--- src/rtl/mux_arbiter_if.sv ---
// Requester/mux-side signal bundle for mux_arbiter.
// The arbiter uses the slave modport; requesters and the bench use the master modport.
interface mux_arbiter_if;
  logic [1:0]  req;
  logic [1:0]  gnt;
  logic        s;
  logic        notoe;
  logic        busy;
  logic [15:0] sw_count;

  modport master (output req, input gnt, s, notoe, busy, sw_count);
  modport slave  (input req, output gnt, s, notoe, busy, sw_count);
endinterface

--- src/rtl/mux_arbiter.sv ---
// Round-robin break-before-make sequencer for a shared 1-of-2 FET mux (s / ~OE pins).
// Optional pin-toggle counter is built only when MUX_ARB_SWCOUNT_EN is defined.
//
// state   | meaning
// IDLE    | mux disabled, s holds last value, arbitrating requests
// SELECT  | s driven to chosen channel, output still disabled
// ENABLE  | output enabled, waiting T_EN cycles for it to settle
// GRANT   | channel connected and granted, hold timer guards the waiting side
// RELEASE | output disabled, waiting T_DIS cycles before next select
module mux_arbiter #(
  parameter int T_EN     = 2,
  parameter int T_DIS    = 2,
  parameter int MAX_HOLD = 16
) (
  input  logic           clk,
  input  logic           reset,
  mux_arbiter_if.slave   bus
);

  localparam int MAXV_A = (T_EN > T_DIS) ? T_EN : T_DIS;
  localparam int MAXV   = (MAXV_A > MAX_HOLD) ? MAXV_A : MAX_HOLD;
  localparam int CW     = $clog2(MAXV + 1);

  localparam logic [CW-1:0] EN_LD   = CW'(T_EN - 1);
  localparam logic [CW-1:0] DIS_LD  = CW'(T_DIS - 1);
  localparam logic [CW-1:0] HOLD_LD = (MAX_HOLD == 0) ? '0 : CW'(MAX_HOLD - 1);

  typedef enum logic [2:0] {
    IDLE,
    SELECT,
    ENABLE,
    GRANT,
    RELEASE
  } state_t;

  state_t        state_q, state_d;
  logic [CW-1:0] cnt_q, cnt_d;
  logic          ch_q, ch_d;
  logic          rr_q, rr_d;
  logic          s_q, s_d;
  logic          notoe_q, notoe_d;
  logic [1:0]    gnt_q, gnt_d;
  logic          busy_q;
  logic          own_req, other_req, preempt;

  always_comb begin
    own_req   = bus.req[ch_q];
    other_req = bus.req[~ch_q];
    preempt   = (MAX_HOLD != 0) && other_req && (cnt_q == '0);
  end

  always_comb begin
    state_d = state_q;
    cnt_d   = cnt_q;
    ch_d    = ch_q;
    rr_d    = rr_q;
    s_d     = s_q;
    case (state_q)
      IDLE: begin
        if (bus.req != 2'b00) begin
          ch_d    = (bus.req == 2'b11) ? rr_q : bus.req[1];
          s_d     = ch_d;
          state_d = SELECT;
        end
      end
      SELECT: begin
        if (!own_req) begin
          state_d = RELEASE;
          cnt_d   = DIS_LD;
        end else begin
          state_d = ENABLE;
          cnt_d   = EN_LD;
        end
      end
      ENABLE: begin
        if (!own_req) begin
          state_d = RELEASE;
          cnt_d   = DIS_LD;
        end else if (cnt_q == '0) begin
          state_d = GRANT;
          cnt_d   = HOLD_LD;
        end else begin
          cnt_d = cnt_q - 1'b1;
        end
      end
      GRANT: begin
        if (!own_req || preempt) begin
          state_d = RELEASE;
          cnt_d   = DIS_LD;
          rr_d    = ~ch_q;
        end else if (other_req && (MAX_HOLD != 0)) begin
          cnt_d = cnt_q - 1'b1;
        end else begin
          cnt_d = HOLD_LD;
        end
      end
      RELEASE: begin
        if (cnt_q == '0) begin
          state_d = IDLE;
        end else begin
          cnt_d = cnt_q - 1'b1;
        end
      end
      default: begin
        state_d = IDLE;
        cnt_d   = '0;
      end
    endcase

    // Pins are registered from the next state so they change on the same edge as the FSM.
    notoe_d = !((state_d == ENABLE) || (state_d == GRANT));
    gnt_d   = (state_d == GRANT) ? (ch_d ? 2'b10 : 2'b01) : 2'b00;
  end

  always_ff @(posedge clk) begin
    if (reset) begin
      state_q <= IDLE;
      cnt_q   <= '0;
      ch_q    <= 1'b0;
      rr_q    <= 1'b0;
      s_q     <= 1'b0;
      notoe_q <= 1'b1;
      gnt_q   <= 2'b00;
      busy_q  <= 1'b0;
    end else begin
      state_q <= state_d;
      cnt_q   <= cnt_d;
      ch_q    <= ch_d;
      rr_q    <= rr_d;
      s_q     <= s_d;
      notoe_q <= notoe_d;
      gnt_q   <= gnt_d;
      busy_q  <= (state_q != IDLE);
    end
  end

  assign bus.gnt   = gnt_q;
  assign bus.s     = s_q;
  assign bus.notoe = notoe_q;
  assign bus.busy  = busy_q;

`ifdef MUX_ARB_SWCOUNT_EN
  logic [15:0] sw_q;
  logic [1:0]  tog;

  always_comb begin
    tog = {1'b0, s_d ^ s_q} + {1'b0, notoe_d ^ notoe_q};
  end

  always_ff @(posedge clk) begin
    if (reset) begin
      sw_q <= '0;
    end else if (sw_q > (16'hFFFF - {14'd0, tog})) begin
      sw_q <= 16'hFFFF;
    end else begin
      sw_q <= sw_q + {14'd0, tog};
    end
  end

  assign bus.sw_count = sw_q;
`else
  assign bus.sw_count = 16'h0000;
`endif

endmodule

--- src/flat_wrapper.sv ---
// flat-port wrapper written by rule: the top's interface ports become plain ports
module mux_arbiter_flat 
#(
  parameter int T_EN     = 2,
  parameter int T_DIS    = 2,
  parameter int MAX_HOLD = 16
)
  (clk, reset, bus_req, bus_gnt, bus_s, bus_notoe, bus_busy, bus_sw_count);
  mux_arbiter_if bus_i ();
  input  logic clk;
  input  logic reset;
  input wire logic [$bits(bus_i.req)-1:0] bus_req;
  output wire logic [$bits(bus_i.gnt)-1:0] bus_gnt;
  output wire logic [$bits(bus_i.s)-1:0] bus_s;
  output wire logic [$bits(bus_i.notoe)-1:0] bus_notoe;
  output wire logic [$bits(bus_i.busy)-1:0] bus_busy;
  output wire logic [$bits(bus_i.sw_count)-1:0] bus_sw_count;
  assign bus_i.req = bus_req;
  assign bus_gnt = bus_i.gnt;
  assign bus_s = bus_i.s;
  assign bus_notoe = bus_i.notoe;
  assign bus_busy = bus_i.busy;
  assign bus_sw_count = bus_i.sw_count;
  mux_arbiter #(.T_EN(T_EN), .T_DIS(T_DIS), .MAX_HOLD(MAX_HOLD)) u_core (.clk(clk), .reset(reset), .bus(bus_i));
endmodule
--- config.mk ---
export PLATFORM = sky130hd
export DESIGN_NAME = mux_arbiter_flat
export DESIGN_NICKNAME = d
export VERILOG_FILES = /design/src/rtl/mux_arbiter_if.sv /design/src/rtl/mux_arbiter.sv /design/src/flat_wrapper.sv
export SDC_FILE = /design/constraint.sdc
export NUM_CORES = 1
export LEC_CHECK = 0
export CAP_MARGIN = 10
export CORE_AREA = 2 2 78 62
export DETAILED_ROUTE_END_ITERATION = 8
export DIE_AREA = 0 0 80 64
export PLACE_DENSITY_LB_ADDON = 0.15
export SLEW_MARGIN = 40
export SYNTH_ARGS = -nofsm -noshare
export SYNTH_HDL_FRONTEND = slang
export SYNTH_SLANG_ARGS = --single-unit
--- constraint.sdc ---
create_clock -name clk -period 1.99 [get_ports clk]
set_input_delay 0.398 -clock clk [delete_from_list [all_inputs] [get_ports clk]]
set_output_delay 0.398 -clock clk [all_outputs]
set_load 0.02 [all_outputs]
Yosys cells after proc, flatten, opt, wreduce, memory -nomap -nowiden
Index checks and enable logic that the tools add are counted. W data, S select, Z words.

Register bits after elaboration: 15. Word-level logic and storage cells: 56. Output and inout bits: 21. Input port bits: 4.

Bitwise logic cells: 3. Multiplexer cells: 21. Equality and inequality tests: 8. Reductions and logical operators: 13. Magnitude comparators: 2. Add/subtract/negate cells: 1.

Operator list (number): $mux W5 (5); $pmux W5 S5 (1); $mux W3 (6); $pmux W3 S5 (1); $eq A3 B2 Y1 const B (4); $mux W1 (7); $reduce_and A2 Y1 (3); $logic_not A5 Y1 (1); $sub A5 B1 Y5 const B (1); $lt A1 B2 Y1 const B (2); $eq A3 B1 Y1 const B (1); $eq A3 B3 Y1 const B (1); $logic_not A3 Y1 (1); $not A1 Y1 (3); $reduce_bool A3 Y1 (1); $eq A2 B2 Y1 const B (1); $logic_not A1 Y1 (2); $logic_or A1 B1 Y1 (2); $mux W2 (1); $ne A2 B2 Y1 const B (1); $reduce_bool A2 Y1 (1); $reduce_or A2 Y1 (1); $logic_and A1 B1 Y1 (1).

Longest topological paths before layout
Gate-level depths: netlist of the first run.

Word-level depth: 10. Mapped depth: 7. Depth with buffers taken out: 6.

Worst setup path before layout of the first run
Ideal clock, no wire load.

Path kind: register to register. Start: reg u_core.cnt_q[0]. End: reg u_core.cnt_q[1]. Library setup time: 0.086 ns. Arrival time: 1.743 ns. Period minus slack after synthesis: 1.829 ns. Slack: 0.161 ns. Path buffers: 1. Stages on the path, launching flop included: 7. Required time: 1.904 ns. Path through: dfxtp_1 -> inv_1 -> ha_1 -> or4b_1 -> buf_2 -> a311o_1 -> a221oi_2.

Word-level cells in the longest chain between the ends: 5. Elaborated cells on any way between the ends: 12. Classes of those cells: add/sub: 1; eq/ne: 1; mux: 6; reduce/logical: 4.

RTL lines: start: declaration (RTL line mux_arbiter.sv:37) `logic [CW-1:0] cnt_q, cnt_d;`; start signal: assignment (RTL line mux_arbiter.sv:127) `cnt_q <= cnt_d;`; branches (longest 5 deep; another with $sub A5 B1 Y5).

Several ways; the timed one is not identified. The select of a mux whose other input is x is not followed. A chain may end at the register's enable or synchronous reset.

Worst setup path in the final report of the first run
Start: in bus_req[1]. End: reg u_core.gnt_q[0] (netlist: u_core.bus.gnt[0]).

Word-level cells in the longest chain between the ends: 9. Elaborated cells on any way between the ends: 21. Classes of those cells: eq/ne: 2; mux: 13; bitwise: 1; reduce/logical: 5.

RTL lines: start: declaration (RTL line flat_wrapper.sv:12) `input wire logic [$bits(bus_i.req)-1:0] bus_req;`; $mux W1 (on tied branches) (2 in a row) (RTL line mux_arbiter.sv:47, mux_arbiter.sv:48); $logic_not A1 Y1 / $logic_and A1 B1 Y1 (equally long branches); $logic_or A1 B1 Y1 (RTL line mux_arbiter.sv:87) `if (!own_req || preempt) begin`; $mux W3 (RTL line mux_arbiter.sv:87); $pmux W3 S5 (RTL line mux_arbiter.sv:58) `case (state_q)`; $eq A3 B2 Y1 (RTL line mux_arbiter.sv:112) `gnt_d = (state_d == GRANT) ? (ch_d ? 2'b10 : 2'b01) : 2'b00;`; $not A1 Y1 (no line); $reduce_or A2 Y1 (no line); end signal: assignment (RTL line mux_arbiter.sv:132) `gnt_q <= gnt_d;`; end: declaration (RTL line mux_arbiter.sv:42) `logic [1:0] gnt_q, gnt_d;`.

Parallel ways exist; a longest one is shown, timed or not. The select of a mux whose other input is x is not followed.

==> results of run 1 <==
[cell usage after synthesis, types with 2 or more instances]
library cell,instances
inv_1,3
buf_4,18
nand2_1,4
a221oi_1,2
clkbuf_2,2
o21ai_0,8
xor2_1,2
dfxtp_1,15
nand3b_1,3
nand2b_1,5
a31oi_1,2
nor2b_1,2
nor3_1,5
a21o_1,2
buf_2,2
a21oi_1,11
o21bai_1,2
or2_2,3
nor2_1,8
nand3_1,2
clkbuf_1,3
[worst max-delay path, stage by stage]
cell	delay (ns)
clkdlybuf4s50_1	0.48
mux2_2	0.31
and3_1	0.20
o41a_1	0.41
nor3b_1	0.21
[flip-flops by register name (all words and copies together), names as in the netlist]
register,count
u_core.bus.busy,1
u_core.bus.gnt,2
u_core.bus.notoe,1
u_core.bus.s,1
u_core.ch_q,1
u_core.cnt_q,5
u_core.rr_q,1
u_core.state_q,3
[cells by family (layout without fill, tap and decap cells)]
group	after synthesis	count (layout)	share of synthesized area, %
compound gates	37	37	23.66
mux	2	2	2.021
simple gates	42	42	24.61
buf+inv	29	32	17.95
flops	15	15	28.54
other cells	1	16	0.3564
xor+xnor	2	2	1.665
fa+ha+maj	1	1	1.189
[area by class of cell]
class	count	area, um2	area share (%)
multi-input cells	100	619.3	49.30
flip-flops and latches	15	300.3	23.90
repair buffers	25	207.7	16.53
well taps	57	71.32	5.677
clock buffers	3	41.29	3.287
inverters	3	11.26	0.8964
clock inverters	1	5.005	0.3984
[path summary, 6_finish.rpt]
path	cells past startpoint	start	end
min	2	u_core.bus.s$_SDFFE_PP0P_	u_core.bus.s$_SDFFE_PP0P_
max	5	bus_req[1]	u_core.bus.gnt[0]$_SDFF_PP0_
max reg2reg	5	u_core.cnt_q[0]$_SDFFE_PP0P_	u_core.cnt_q[1]$_SDFFE_PP0P_
min reg2reg	2	u_core.bus.s$_SDFFE_PP0P_	u_core.bus.s$_SDFFE_PP0P_
[layout by cell type, fill, tap and decap left out, types with 2 or more instances in the layout]
master	netlist	layout
nand3b_1	3	3
or2_2	3	3
a21o_1	2	2
clkbuf_8	0	3
a221oi_1	2	2
nor2_1	8	8
nand3_1	2	2
o21ai_0	8	8
a31oi_1	2	2
xor2_1	2	2
dfxtp_1	15	15
nand2_1	4	4
a21oi_1	11	11
conb_1	1	16
inv_1	3	3
nand2b_1	5	5
buf_4	18	17
nor2b_1	2	2
nor3_1	5	5
clkdlybuf4s50_1	0	8
o21bai_1	2	2
[routing by layer]
layer | part of all wire (%) | vias to the layer above | GRT usage (%)
met4 | 1.2 | 0 | 4.449
met5 | 0 | - | 0
li1 | - | 465 | -
met2 | 44 | 22 | 16.46
met1 | 52 | 447 | 15.77
met3 | 2.6 | 5 | 2.119
[report_power, final]
part	switching, uW	total, uW	internal (uW)
clock network	124	263	139
registers	25.7	350	325
logic	196	353	158
total	345	967	621
[metrics by stage]
stage,total power [uW],worst slack (ns)
floorplan,620.4,0.1609
global placement,712.1,-0.09107
detailed placement,708.9,-0.1199
CTS,970.7,0.1490
global route,1034,0.01915
finish,966.7,0.1587
==> flow_summary.yaml, run 1 <==
placement:
  port_buffers: 8
  hpwl_mm: 1.959
  dp_cells: 200
  postPlaceCellArea_mm2: 0.001210
  gp_congestion: 0.7764
cells_and_area:
  drive_gt1_share_pct: 21.09
  utilization_pct: 29.15
  nFillCells: 488
  finalInstanceArea_mm2: 0.001256
  area_delta_synth_final_pct: 19.38
  antenna_cells: 0
  layout.nets: 153
  layout.cells.non_filler: 204
logic_synthesis:
  synth-warning-count: 0
  synth_area_mm2: 0.001052
  yosysSeqAreaShare_pct: 28.54
  synthFlopType: "dfxtp_1"
  synth-edff-count: 0
  async_reset_ff_share_pct: 0
  synthTopCellsByArea: "dfxtp_1, buf_4, a21oi_1"
  syn_inst: 129
  synth.distinct_cells: 46
  avgSynthCellArea_um2: 8.157
  yosysTopAreaCellShare_pct: 28.54
  synth-seq-cells: 15
  yosysTopAreaCell: "dfxtp_1"
floorplan:
  start_util_pct: 24.42
  dieArea_mm2: 0.005120
  fp.coreArea_mm2: 0.004309
  die_width_um: 80
  pin_count: 25
  std_cell_rows: 21
  die_y_um: 64
drt:
  first_pass_iters: 4
  vias: 939
  drt-total-wl_mm: 2.534
  post_drt_wl_per_cell_um: 12.42
  dr.first_iter.drc_count: 62
  ant_nets: 0
  avgViaCountPerCell: 4.603
  drcViolationCount: 0
timing:
  fin_crit_ns: 1.831
  tns_ns: 0
  skew_ns: 0.002733
  fmax_ghz: 0.5461
  whs_ns: 0.5004
  finalSetupViolCount: 0
  post-route-period-util_pct: 92.03
  hold_viol: 0
  rsz0062_at_grt: "no"
  report.final.slew_viol_count: 0
clocking:
  cts_tree: "yes"
  cts_num_sinks: 15
  htreeDepth: 1
  clock_latency_ns: 0.25
  cts_resized: 0
  post-cts-setup-buffers: 0
  cts_root_buf: "clkbuf_8"
  numCtsBuffers: 3
  path_clk_slew_ns: 0.07
  holdBufCountCts: 0
  cts_max_path_buffers: 2
pwr:
  power_density_mw_per_mm2: 769.6
  p_leak_uw: 0.0005199
  irDropWorstVdd_mv: 0.1967
global_route:
  grt_pass1_wl_mm: 4.436
  grt.total_usage_pct: 11.13
  grt_max_degree: 12
  antenna_found_initial: 0
  grt.overflow.total: 0
  grt_pass1_vias: 913
setup_path:
  arrival_ns: 2.00
  path_max_fanout: 5
  crit_type: "input pin to flip-flop"
  endpoint_kind: "flip-flop"
  cp-start-kind: "input pin"
  worstPathRequired_ns: 2.16
  reg2reg_slack_ns: 0.17
min_path:
  hold_path_class: "flip-flop to flip-flop"
run:
  max-cap-violations: 0
run_status:
  status: "finished clean"
No activity file was read; power rests on OpenSTA's default activity.
==> run 2, diff against run 1 <==
Settings changed: CTS_BUF_LIST from default to sky130_fd_sc_hd__clkbuf_8 sky130_fd_sc_hd__clkbuf_16.
Clock period 1.99 ns to 1.5 ns, I/O delays scaled along.
==> flow_summary.yaml, run 2 (same netlist as run 1, synthesis figures left out) <==
clocking:
  cts_root_buf: "clkbuf_8"
  cts_num_sinks: 15
  htreeDepth: 1
  holdBufCountCts: 0
  clock_latency_ns: 0.25
  cts_tree: "yes"
  numCtsBuffers: 3
  cts_max_path_buffers: 2
  path_clk_slew_ns: 0.07
cells_and_area:
  regMostFlops: "u_core.cnt_q"
  final_common_cell: "buf_4"
  area_delta_synth_final_pct: 43.99
  layout_common_cells: "buf_4, conb_1, dfxtp_1, nor2_1, a21oi_1"
  nFillCells: 456
  antenna_cells: 0
  largest_reg_flops: 5
  drive_gt1_share_pct: 44.38
  layout.nets: 166
  multi_input_area_um2: 755.7
  seq_area_um2: 307.8
setup_path:
  cp_slowest_cell: "o41a_1"
  path_buf_inv: 2
  worstPathRequired_ns: 1.68
  crit_type: "flip-flop to flip-flop"
  cp-start-kind: "flip-flop"
  arrival_ns: 1.83
  cp-startpoint: "u_core.cnt_q[1]$_SDFFE_PP0P_"
  crit_path_max_incr_delay_ns: 0.40
  rr_startpoint: "u_core.cnt_q[1]$_SDFFE_PP0P_"
  path_cells: "inv_2 > ha_4 > nor4b_4 > buf_4 > and3_4 > o41a_1 > nor3b_2"
  endpoint_kind: "flip-flop"
  path_max_fanout: 5
  critPathTopFamily: "simple AND/OR/NAND/NOR gates"
floorplan:
  start_util_pct: 24.42
  pin_count: 25
  fp.coreArea_mm2: 0.004309
  dieArea_mm2: 0.005120
  die_y_um: 64
  std_cell_rows: 21
  die_width_um: 80
global_route:
  antenna_found_initial: 0
  grt_pass1_vias: 959
  grt.overflow.total: 0
  grt.total_usage_pct: 11.25
  grt_max_degree: 13
  grt_pass1_wl_mm: 4.533
pwr:
  power_density_mw_per_mm2: 997.4
  swShare_pct: 35.64
  switching_power_uw: 538.7
  p_int_uw: 972.6
  seqPwrFrac_pct: 30.9
  power.total_uw: 1511
  irDropWorstVdd_mv: 0.3632
  p_leak_uw: 0.0006406
  power_frac_clock_pct: 22.2
  p_comb_share_pct: 46.9
run_status:
  status: "complete, but fails checks"
  violations: "setup timing"
placement:
  dp_slack_ns: -0.4616
  port_buffers: 8
  gp_congestion: 0.7529
  hpwl_mm: 1.825
timing:
  setup_ws_ns: -0.1479
  fmax_ghz: 0.6068
  report.final.slew_viol_count: 0
  hold_viol: 0
  skew_ns: 0.001869
  post-route-period-util_pct: 109.9
  rsz0062_at_grt: "yes"
  fin_crit_ns: 1.648
  finalSetupViolCount: 7
drt:
  drt-total-wl_mm: 2.812
  drcViolationCount: 0
  first_pass_iters: 5
  avgViaCountPerCell: 4.645
  post_drt_wl_per_cell_um: 12.96
  ant_nets: 0
  vias: 1008
  dr.first_iter.drc_count: 74
run:
  max-cap-violations: 0
min_path:
  hold_start: "u_core.bus.s$_SDFFE_PP0P_"
  hold_path_class: "flip-flop to flip-flop"
[run 2: changes by cell type in the layout (fill, tap and decap cells not counted), sizes merged]
| cell | before | now |
|---|---|---|
| buf | 17 | 30 |
| clkdlybuf4s50 | 8 | 4 |
| dlygate4sd2 | 0 | 2 |
| dlymetal6s2s | 0 | 2 |
[run 2: layer usage]
| layer | part of all wire [%] | global-route usage, % | up-vias |
|---|---|---|---|
| met2 | 45 | 16.77 | 35 |
| met1 | 47 | 15.69 | 477 |
| met3 | 5.7 | 1.836 | 4 |
| li1 | - | - | 492 |
| met5 | 0 | 0 | - |
| met4 | 1.6 | 5.297 | 0 |
[run 2: cell type report]
cell class / count / area share (%)
timing repair buffer: 38 / 21.30
sequential: 15 / 20.31
tap: 57 / 4.707
multi-input combinational: 100 / 49.88
clock inverter: 1 / 0.3303
clock buffer: 3 / 2.725
inverter: 3 / 0.7432
[run 2: final timing paths]
check	cells after the start	to	slack, ns
hold / removal	2	u_core.bus.s$_SDFFE_PP0P_	0.49
hold reg to reg	2	u_core.bus.s$_SDFFE_PP0P_	0.49
setup / recovery	7	u_core.bus.gnt[0]$_SDFF_PP0_	-0.15
setup reg to reg	7	u_core.bus.gnt[0]$_SDFF_PP0_	-0.15
[run 2: repair_timing]
action,4_1_cts,5_1_grt
setup buffers,6,5
setup endpoints to repair,10,15
resized for setup,18,17
pin swaps,8,10
hold endpoints to repair,0,0
[run 2: metrics by stage]
| stage | instances | hold slack (ns) | instance area [um2] | utilization (%) | setup TNS, ns |
|---|---|---|---|---|---|
| after floorplan | 144 | 0.4543 | 1145 | - | -0.3041 |
| after detailed placement | 205 | 0.4826 | 1275 | 29.59 | -3.854 |
| final | 217 | 0.4899 | 1515 | 35.16 | -0.6062 |
| after global routing | 217 | 0.5376 | 1515 | 35.16 | -1.219 |
| after global placement | 205 | 0.4848 | 1275 | 29.59 | -3.760 |
| after CTS | 212 | 0.4984 | 1411 | 32.75 | -0.4567 |
[run 2: power by group through the flow]
stage | registers (uW) | logic, uW | clock network (uW)
after detailed placement | 475 | 532 | 0
after global routing | 472 | 759 | 363
after floorplan | 473 | 378 | 0
after global placement | 477 | 541 | 0
after CTS | 466 | 607 | 340
final | 467 | 709 | 335
[run 2: tightest hold or removal path, delay by kind of cell (launching register included)]
family	cells	cell delay, ns
AOI/OAI and AO/OA	1	0.06
and+or+nand+nor	1	0.07
DFF	1	0.33
==> run 3, diff against run 2 <==
Settings changed: CORE_AREA 2 2 78 62 to 2 2 60 48, DIE_AREA 0 0 80 64 to 0 0 62 50.
==> flow_summary.yaml, run 3 (same netlist as run 1, synthesis figures left out) <==
cells_and_area:
  regMostFlops: "u_core.cnt_q"
  drive_gt1_share_pct: 37.18
  antenna_cells: 0
  layout_common_cells: "buf_4, conb_1, dfxtp_1, a21oi_1"
  multi_input_area_um2: 705.7
  layout.cells.non_filler: 192
  nFillCells: 248
  area_delta_synth_final_pct: 34.24
  final_common_cell: "buf_4"
  seq_area_um2: 304.0
  largest_reg_flops: 5
  layout.nets: 162
global_route:
  antenna_found_initial: 0
  grt-busiest-layer: "met2"
  use_met3_pct: 5.512
  grt.total_usage_pct: 18.77
  grt.overflow.total: 0
  grt_max_degree: 11
  grt_pass1_vias: 956
  gr-usage-met1_pct: 24.92
  grt_use_met2_pct: 29.17
  grt_pass1_wl_mm: 4.284
setup_path:
  path_max_fanout: 4
  cp_slowest_cell: "or4b_4"
  reg2reg_slack_ns: -0.14
  endpoint_kind: "flip-flop"
  worstPathRequired_ns: 1.64
  cp-start-kind: "flip-flop"
  crit_type: "flip-flop to flip-flop"
  rr_startpoint: "u_core.cnt_q[1]$_SDFFE_PP0P_"
  critPathTopFamily: "simple AND/OR/NAND/NOR gates"
  crit_path_max_incr_delay_ns: 0.51
  arrival_ns: 1.78
  worst_r2r_endpoint: "u_core.cnt_q[1]$_SDFFE_PP0P_"
  r2r_cells: 7
  path_cells: "inv_2 > ha_4 > or4b_4 > buf_4 > a21oi_2 > a311o_1 > a221oi_2"
  path_buf_inv: 2
drt:
  dr.first_iter.drc_count: 79
  drt-total-wl_mm: 2.697
  drcViolationCount: 0
  post_drt_wl_per_cell_um: 14.05
  avgViaCountPerCell: 5.266
  first_pass_iters: 4
  ant_nets: 0
  vias: 1011
timing:
  setup_ws_ns: -0.1376
  fmax_ghz: 0.6107
  hold_viol: 0
  finalSetupViolCount: 10
  tns_ns: -0.7193
  rsz0062_at_grt: "yes"
  skew_ns: 0.001621
  fin_crit_ns: 1.638
  report.final.slew_viol_count: 0
  post-route-period-util_pct: 109.2
clocking:
  cts_num_sinks: 15
  numCtsBuffers: 3
  holdBufCountCts: 0
  cts_root_buf: "clkbuf_8"
  cts_max_path_buffers: 2
  path_clk_slew_ns: 0.06
  htreeDepth: 1
  cts_tree: "yes"
  clock_latency_ns: 0.26
placement:
  dp_cells: 185
  gp_congestion: 0.9112
  port_buffers: 8
  hpwl_mm: 1.849
min_path:
  hold_path_depth: 2
  hold_path_class: "flip-flop to flip-flop"
  hold_path_end: "u_core.bus.s$_SDFFE_PP0P_"
  hold_start: "u_core.bus.s$_SDFFE_PP0P_"
floorplan:
  start_util_pct: 42.05
  fp.coreArea_mm2: 0.002502
  dieArea_mm2: 0.003100
  die_width_um: 62
  die_y_um: 50
  std_cell_rows: 16
  pin_count: 25
pwr:
  irDropWorstVdd_mv: 0.4302
  power.total_uw: 1446
  power_density_mw_per_mm2: 1023
  p_leak_uw: 0.0006215
run_status:
  status: "complete, but fails checks"
  violations: "setup timing"
run:
  max-cap-violations: 0
[run 3: cell count changes in the layout (fill, tap and decap cells not counted), moves of 2 or more]
cell / previous run / this run
clkdlybuf4s50_1: 4 / 2
dlymetal6s2s_1: 2 / 4
buf_4: 26 / 22
a21oi_1: 7 / 9
[run 3: report_power, final]
| part | leakage, uW | internal [uW] | switching [uW] |
|---|---|---|---|
| registers | 0.000123 | 433 | 38.2 |
| logic | 0.000476 | 305 | 321 |
| clock network | 0.0000217 | 187 | 162 |
[run 3: area by class of cell]
class                      instances  share of cell area, %
sequential                        15                  21.52
clock buffer                       3                  2.923
clock inverter                     1                 0.5314
multi-input combinational        100                  49.96
inverter                           3                 0.7972
tap                               36                  3.189
timing repair buffer              34                  21.08
[run 3: worst max-delay path by stage]
stage                                   endpoint                         start  depth (start not counted)  slack, ns
floorplan           u_core.cnt_q[1]$_SDFFE_PP0P_  u_core.cnt_q[1]$_SDFFE_PP0P_                          6      -0.19
global placement    u_core.bus.gnt[0]$_SDFF_PP0_                    bus_req[1]                          5      -0.51
detailed placement  u_core.bus.gnt[0]$_SDFF_PP0_                    bus_req[0]                          5      -0.52
CTS                 u_core.cnt_q[1]$_SDFFE_PP0P_  u_core.cnt_q[1]$_SDFFE_PP0P_                          7      -0.13
global route        u_core.cnt_q[1]$_SDFFE_PP0P_  u_core.cnt_q[1]$_SDFFE_PP0P_                          7      -0.20
finish              u_core.cnt_q[1]$_SDFFE_PP0P_  u_core.cnt_q[1]$_SDFFE_PP0P_                          7      -0.14
[run 3: worst reg2reg max path, cell delays in order (launching register included)]
cell and delay (ns):
dfxtp_2 0.32, inv_2 0.06, ha_4 0.14, or4b_4 0.51, buf_4 0.18, a21oi_2 0.12, a311o_1 0.13, a221oi_2 0.06
[run 3: per-layer routing]
layer / wire length, um / vias up
li1: - / 483
met1: 1149 / 470
met2: 1297 / 53
met3: 209 / 5
met4: 40 / 0
met5: 0 / -
[run 3: per-stage QoR]
step / cell area (um2) / setup WS [ns] / hold WS, ns / util, %
floorplan: 1145 / -0.1874 / 0.4543 / -
global placement: 1256 / -0.5077 / 0.4719 / 50.20
detailed placement: 1256 / -0.5249 / 0.4822 / 50.20
CTS: 1356 / -0.1322 / 0.4991 / 54.20
global route: 1413 / -0.1989 / 0.5689 / 56.45
finish: 1413 / -0.1376 / 0.4858 / 56.45
[run 3: repair_timing]
| item | CTS | global route |
|---|---|---|
| pin swaps | 2 | 4 |
| buffers inserted | 2 | 1 |
| gates cloned | 0 | 0 |
| endpoints found under the setup margin | 11 | 15 |
| gates resized for setup | 11 | 12 |
